--- src/rtl/seq_divider_pkg.sv ---
// ---------------------------------------------------------------------------
// seq_divider_pkg
//   Shared arithmetic-unit definitions used by the sequential divider and its
//   combinational step cell.
//
//   Contents:
//     DEFAULT_WIDTH   : operand width shared with the multiply pipeline
//     state_t         : FSM state type of the sequential divider
//     ST_IDLE/RUN/DONE: FSM state encodings
//     is_ready()      : true in the states that may accept a new request
// ---------------------------------------------------------------------------
package seq_divider_pkg;

    // Operand width used across the arithmetic unit (multiply and divide).
    localparam int DEFAULT_WIDTH = 32;

    typedef logic [1:0] state_t;

    localparam state_t ST_IDLE = 2'd0;
    localparam state_t ST_RUN  = 2'd1;
    localparam state_t ST_DONE = 2'd2;

    // A new request may be taken while idle or in the single completion
    // cycle, which is what allows back-to-back operations without a bubble.
    function automatic logic is_ready(input state_t s);
        return (s == ST_IDLE) || (s == ST_DONE);
    endfunction

endpackage : seq_divider_pkg

--- src/rtl/seq_divider_div_step.sv ---
// ---------------------------------------------------------------------------
// div_step
//   One restoring-division iteration, purely combinational. Usable on its own
//   as the cell of an unrolled or pipelined divider.
//
//   Parameters:
//     WIDTH    : operand width
//   Ports:
//     rem_in   in  WIDTH  partial remainder before this step (< divisor)
//     bit_in   in  1      next dividend bit, shifted into the remainder LSB
//     divisor  in  WIDTH  denominator
//     rem_out  out WIDTH  partial remainder after this step (< divisor)
//     q_bit    out 1      quotient bit produced by this step
// ---------------------------------------------------------------------------
module div_step
    import seq_divider_pkg::*;
#(
    parameter int WIDTH = DEFAULT_WIDTH
) (
    input  logic [WIDTH-1:0] rem_in,
    input  logic             bit_in,
    input  logic [WIDTH-1:0] divisor,
    output logic [WIDTH-1:0] rem_out,
    output logic             q_bit
);

    // The trial value carries one extra bit: with rem_in < divisor the trial
    // is < 2*divisor, which can exceed WIDTH bits when the divisor MSB is set.
    logic [WIDTH:0] trial;
    logic [WIDTH:0] diff;

    always_comb begin
        trial = {rem_in, bit_in};
        diff  = trial - {1'b0, divisor};
        // The MSB of the WIDTH+1-bit difference is the borrow: clear means
        // trial >= divisor. When it is clear the difference is < divisor, so
        // it fits back into WIDTH bits.
        q_bit   = ~diff[WIDTH];
        rem_out = q_bit ? diff[WIDTH-1:0] : trial[WIDTH-1:0];
    end

endmodule : div_step

--- src/rtl/seq_divider.sv ---
// ---------------------------------------------------------------------------
// seq_divider
//   Multi-cycle unsigned restoring divider, one iteration per clock.
//   Computes quotient and remainder of a WIDTH-bit dividend by a WIDTH-bit
//   divisor in WIDTH cycles. Division by zero completes immediately with an
//   all-ones quotient, remainder = dividend and div_zero set.
//
//   Parameters:
//     WIDTH     : operand/result width (>= 2)
//     CNT_W     : iteration counter width (derived)
//   Ports:
//     clk       in  1      rising-edge clock
//     rst_n     in  1      asynchronous active-low reset
//     start     in  1      request, taken only while ready is high
//     dividend  in  WIDTH  numerator, captured when the request is taken
//     divisor   in  WIDTH  denominator, captured when the request is taken
//     ready     out 1      high in IDLE or DONE
//     busy      out 1      high while iterating
//     done      out 1      one-cycle completion pulse
//     quotient  out WIDTH  result, held until the next completion
//     remainder out WIDTH  result, held until the next completion
//     div_zero  out 1      divisor was zero; held with the results
//
//   Handshake: a request is transferred on a rising edge where start and
//   ready are both high. start while ready is low is ignored (not queued).
//   Operands only need to be stable at that edge. done rises in the cycle
//   after the final iteration (or right after the edge for a zero divisor)
//   and lasts exactly one cycle; quotient/remainder/div_zero are valid from
//   that cycle on and hold until the next operation completes.
// ---------------------------------------------------------------------------
module seq_divider
    import seq_divider_pkg::*;
#(
    parameter int WIDTH = DEFAULT_WIDTH,
    parameter int CNT_W = $clog2(WIDTH) + 1
) (
    input  logic             clk,
    input  logic             rst_n,
    input  logic             start,
    input  logic [WIDTH-1:0] dividend,
    input  logic [WIDTH-1:0] divisor,
    output logic             ready,
    output logic             busy,
    output logic             done,
    output logic [WIDTH-1:0] quotient,
    output logic [WIDTH-1:0] remainder,
    output logic             div_zero
);

    // ------------------------------------------------------------------
    // Declarations
    // ------------------------------------------------------------------
    state_t           state_q;
    state_t           state_d;

    logic [WIDTH-1:0] divisor_q;    // captured denominator
    logic [WIDTH-1:0] rem_q;        // partial remainder
    logic [WIDTH-1:0] sr_q;         // dividend bits out at the top, quotient bits in at the bottom
    logic [CNT_W-1:0] cnt_q;        // completed iterations
    logic [WIDTH-1:0] quotient_q;
    logic [WIDTH-1:0] remainder_q;
    logic             div_zero_q;

    logic             accept;
    logic             zero_req;
    logic             last_step;

    logic [WIDTH-1:0] step_rem;
    logic             step_q;
    logic [WIDTH-1:0] step_sr;

    assign accept    = start && is_ready(state_q);
    assign zero_req  = (divisor == '0);
    assign last_step = (state_q == ST_RUN) && (cnt_q == CNT_W'(WIDTH - 1));

    // ------------------------------------------------------------------
    // Single restoring iteration
    // ------------------------------------------------------------------
    div_step #(
        .WIDTH   (WIDTH)
    ) u_div_step (
        .rem_in  (rem_q),
        .bit_in  (sr_q[WIDTH-1]),
        .divisor (divisor_q),
        .rem_out (step_rem),
        .q_bit   (step_q)
    );

    // The dividend MSB is consumed by this step; the new quotient bit
    // enters at the bottom, so after WIDTH steps sr holds the quotient.
    assign step_sr = {sr_q[WIDTH-2:0], step_q};

    // ------------------------------------------------------------------
    // FSM: state register
    // ------------------------------------------------------------------
    always_ff @(posedge clk or negedge rst_n) begin
        if (!rst_n) begin
            state_q <= ST_IDLE;
        end else begin
            state_q <= state_d;
        end
    end

    // ------------------------------------------------------------------
    // FSM: next state
    // ------------------------------------------------------------------
    always_comb begin
        state_d = state_q;
        case (state_q)
            ST_IDLE, ST_DONE: begin
                if (accept) begin
                    state_d = zero_req ? ST_DONE : ST_RUN;
                end else begin
                    state_d = ST_IDLE;
                end
            end
            ST_RUN: begin
                if (last_step) begin
                    state_d = ST_DONE;
                end
            end
            default: begin
                state_d = ST_IDLE;
            end
        endcase
    end

    // ------------------------------------------------------------------
    // FSM: outputs
    // ------------------------------------------------------------------
    always_comb begin
        ready = 1'b0;
        busy  = 1'b0;
        done  = 1'b0;
        case (state_q)
            ST_IDLE: begin
                ready = 1'b1;
            end
            ST_RUN: begin
                busy = 1'b1;
            end
            ST_DONE: begin
                ready = 1'b1;
                done  = 1'b1;
            end
            default: begin
                ready = 1'b0;
            end
        endcase
    end

    // ------------------------------------------------------------------
    // Datapath
    // ------------------------------------------------------------------
    always_ff @(posedge clk or negedge rst_n) begin
        if (!rst_n) begin
            divisor_q   <= '0;
            rem_q       <= '0;
            sr_q        <= '0;
            cnt_q       <= '0;
            quotient_q  <= '0;
            remainder_q <= '0;
            div_zero_q  <= 1'b0;
        end else if (accept) begin
            divisor_q <= divisor;
            rem_q     <= '0;
            sr_q      <= dividend;
            cnt_q     <= '0;
            // A zero divisor completes on this edge; otherwise the previous
            // results stay visible until the new ones are ready.
            if (zero_req) begin
                quotient_q  <= '1;
                remainder_q <= dividend;
                div_zero_q  <= 1'b1;
            end
        end else if (state_q == ST_RUN) begin
            rem_q <= step_rem;
            sr_q  <= step_sr;
            cnt_q <= cnt_q + 1'b1;
            if (last_step) begin
                quotient_q  <= step_sr;
                remainder_q <= step_rem;
                div_zero_q  <= 1'b0;
            end
        end
    end

    assign quotient  = quotient_q;
    assign remainder = remainder_q;
    assign div_zero  = div_zero_q;

endmodule : seq_divider

--- config.mk ---
export PLATFORM = sky130hd
export DESIGN_NAME = seq_divider
export DESIGN_NICKNAME = d
export VERILOG_FILES = /design/src/rtl/seq_divider_pkg.sv /design/src/rtl/seq_divider_div_step.sv /design/src/rtl/seq_divider.sv
export SDC_FILE = /design/constraint.sdc
export NUM_CORES = 1
export LEC_CHECK = 0
export CAP_MARGIN = 20
export CORE_ASPECT_RATIO = 1.4
export CORE_MARGIN = 2
export CORE_UTILIZATION = 35
export DETAILED_ROUTE_END_ITERATION = 10
export PLACE_DENSITY = 0.61
export SYNTH_ARGS = -nofsm -noshare
export SYNTH_HDL_FRONTEND = slang
export SYNTH_HIERARCHICAL = 1
export SYNTH_SLANG_ARGS = --single-unit
export TNS_END_PERCENT = 30
--- constraint.sdc ---
create_clock -name clk -period 3.16 [get_ports clk]
set_input_delay 0.79 -clock clk [delete_from_list [all_inputs] [get_ports clk]]
set_output_delay 0.79 -clock clk [all_outputs]
set_load 0.01 [all_outputs]
==> metrics.csv <==
stage,metric,value,unit
floorplan,Core Area,26100,µm²
layout,P&R area growth vs syn,31.3,%
logic_synthesis,syn_area_per_cell,9.65,µm²
global_route,total track usage,20.6,%
timing,WHS,0.308,ns
worst_setup_path,Worst Path Buf+Inv,2,
worst_setup_path,critical path type,reg -> reg,
global_route,initial antenna violation count,0,
global_route,GR Layer Usage met3,3.04,%
route,DR DRC count,0,
place,DP Worst Slack,-0.202,ns
global_route,first-pass GRT wire length,44600,µm
timing,Final Skew,0.00695,ns
timing,fin crit share,102,%
global_route,vias in the first global route,8092,
worst_setup_path,critical path endpoint category,register,
clock_network,Clock transition at path regs,0.06,ns
worst_setup_path,Critical Path AT,3.55,ns
clock_network,"Hold-fix buffers, CTS",0,
global_route,gr busiest metal,met2,
pwr,power per cell area,1430,nW/µm²
layout,antenna diode instance count,0,
pwr,Lkg Pwr,0.00551,µW
logic_synthesis,fraction of registers with async set/reset,100,%
worst_setup_path,CP Launch Type,register,
timing,Final Max Tran Viols,0,
worst_setup_path,max incr delay on CP,0.37,ns
clock_network,CTS tree,built,
timing,worst slew pin tran,0.844,ns
route,DRT iter0 DRCs,516,
worst_setup_path,CP max-delay cell,dfrtp_1,
logic_synthesis,"Top FF cell, synth",dfrtp_1,
worst_setup_path,r2r setup slk,-0.05,ns
pwr,Peak VDD IR,0.478,mV
global_route,largest net degree at the start of global routing,67,
timing,Max-Slew Margin vs Limit,43.7,%
worst_hold_path,worst hold path type,in -> async,
layout,layout cell share with drive strength beyond 1,17.1,%
worst_setup_path,Crit path required time,3.49,ns
route,first-pass iteration count of the detailed router,8,
clock_network,Sink Count,169,
floorplan,Starting Density,35.6,%
logic_synthesis,sequential share of the synthesized area,45.5,%
floorplan,Rows,70,
clock_network,H-tree levels,4,
route,number of vias per cell,5.41,
status,outcome,finished with violations,
route,drt wl/cell,19.0,µm
route,vias,7916,
global_route,met1 usage,26.7,%
worst_setup_path,CP Cell Sequence,"inv_1, ha_2, fa_2, and2b_1, o2111ai_2, a21oi_2, o211ai_2, a211oi_4, nor2_4, mux2i_4, and2_4, inv_6, mux2_4, o221a_4",
route,drt total wl,27800,µm
layout,# nets final,1230,
floorplan,Ports,135,
logic_synthesis,Yosys reg bits,169,
worst_setup_path,worst r2r src,sr_q[31]$_DFFE_PN0P_,
logic_synthesis,number of synthesized flops with an enable pin,0,
global_route,global route total overflow,0,
run,number of max-cap violations,0,
floorplan,Die Height,197,µm
clock_network,clock root cell,clkbuf_16,
worst_setup_path,worst-path maximum fanout,12,
status,failing checks,negative setup slack,
timing,minimum clock period,3.21,ns
worst_setup_path,CP Launch Point,sr_q[31]$_DFFE_PN0P_,
timing,Final TNS setup,-1.17,ns
logic_synthesis,Mapped Nets,1064,
route,ANT nets after route,0,
worst_setup_path,Crit path max-delay family,compound AO/OA/AOI/OAI gates,
floorplan,Die X,142,µm
place,Post-DP HPWL,19800,µm
clock_network,Num CTS Buffers,17,
clock_network,Clock Latency Late Sink,0.45,ns
place,Port Buffers,134,
logic_synthesis,Synth Cell Area,9300,µm²
place,GPL Wtd Cong,0.957,
logic_synthesis,synth warn,6,
logic_synthesis,post-synth cell types,65,
timing,count of final setup violators,40,
clock_network,clk buf depth,2,
timing,Highest Clock Rate,311,MHz
logic_synthesis,cells after synthesis,963,
floorplan,die area,27900,µm²
timing,RSZ-0062 raised after global routing,true,
pwr,Tot Pwr,17500,µW
timing,endpoints failing hold,0,
layout,Util after Layout,46.8,%
timing,Final WS setup,-0.0543,ns
global_route,met2 usage,34.8,%
[cell type report]
| class | count | area, µm² |
|---|---|---|
| Tap cell | 324 | 405 |
| Fill cell | 2520 | 13900 |
| Clock buffer | 20 | 467 |
| Sequential cell | 169 | 4230 |
| Clock inverter | 10 | 116 |
| Timing Repair inverter | 1 | 8.76 |
| Multi-Input combinational cell | 683 | 4770 |
| Timing Repair Buffer | 215 | 2050 |
| Inverter | 42 | 170 |
[stage by stage]
stage               instances  instance area (µm²)
global placement         1429                11500
detailed placement       1429                11500
CTS                      1461                12100
floorplan                 963                 9410
global route             1464                12200
finish                   1464                12200
[synth_stat cells (all sizes together), types with 3 or more instances]
| cell | n | share of area (%) |
|---|---|---|
| nand2 | 186 | 7.5 |
| dfrtp | 169 | 45 |
| nor2 | 79 | 3.3 |
| a21oi | 63 | 3.4 |
| buf | 48 | 3.2 |
| inv | 42 | 1.8 |
| a22o | 33 | 3.1 |
| a22oi | 33 | 2.7 |
| ha | 33 | 4.4 |
| a311o | 32 | 3.4 |
| o221a | 32 | 3.9 |
| mux2 | 23 | 3.6 |
| clkbuf | 21 | 0.85 |
| o21ai | 20 | 1.1 |
| xor2 | 16 | 1.5 |
| nand3 | 15 | 0.86 |
| xnor2 | 15 | 1.4 |
| a21o | 14 | 1.1 |
| and3 | 9 | 0.61 |
| nor4 | 8 | 0.54 |
| nand4 | 7 | 0.47 |
| nor3 | 6 | 0.32 |
| o2111ai | 5 | 0.54 |
| o21a | 5 | 0.40 |
| a31oi | 4 | 0.27 |
| nor2b | 4 | 0.27 |
| o31ai | 4 | 0.32 |
| a211oi | 3 | 0.38 |
| o211ai | 3 | 0.30 |
[cell usage in the layout (no fill, tap or decap), types with 23 or more instances in the layout]
cell type        instances
nand2_1                186
dfrtp_1                169
clkdlybuf4s50_1        133
nor2_1                  77
buf_4                   72
a21oi_1                 60
inv_1                   41
a22o_1                  33
a22oi_1                 33
a311o_1                 32
ha_1                    32
mux2_4                  23
[final timing paths]
check / cells past startpoint / endpoint
setup / recovery: 14 / remainder[21]$_DFFE_PN0P_
hold / removal: 1 / divisor_q[6]$_DFFE_PN0P_
setup reg to reg: 14 / remainder[21]$_DFFE_PN0P_
hold reg to reg: 2 / divisor_q[6]$_DFFE_PN0P_
max in group asynchronous: 2 / quotient[28]$_DFFE_PN0P_
min in group clk: 2 / divisor_q[6]$_DFFE_PN0P_
[cells by family after synthesis]
| group | count (synthesis) | synth area share, % |
|---|---|---|
| flops | 169 | 45.5 |
| xor+xnor | 31 | 2.92 |
| compound gates | 263 | 22.1 |
| simple gates | 330 | 15.1 |
| buf+inv | 111 | 5.80 |
| mux | 25 | 3.90 |
| fa+ha+maj | 34 | 4.66 |
[sequential cells by signal, summed over array words and instances, names as in the netlist]
register and flops:
quotient 32, div_zero 1, divisor_q 32, sr_q 32, rem_q 32, remainder 32
state_q 2, cnt_q 6
[report_power, final]
| part | total (µW) | internal, µW | leakage [µW] | switching, µW |
|---|---|---|---|---|
| Sequential | 3950 | 3230 | 0.00200 | 717 |
| Clock | 2110 | 1220 | 0.000285 | 890 |
| Combinational | 11400 | 5930 | 0.00322 | 5510 |
[metal layers]
metal | wire (µm) | share of wire (%)
met3 | 918 | 3.3
met4 | 614 | 2.2
met1 | 12400 | 45
met5 | 0 | 0
met2 | 13900 | 50
[timing repair]
action | in CTS | in global routing
pin swaps | 3 | 3
setup endpoints to repair | 62 | 64
gates resized for setup | 8 | 22
cloned | 1 | 0
buffers inserted | 1 | 3
Note: power is estimated with default switching activity, not from simulation.
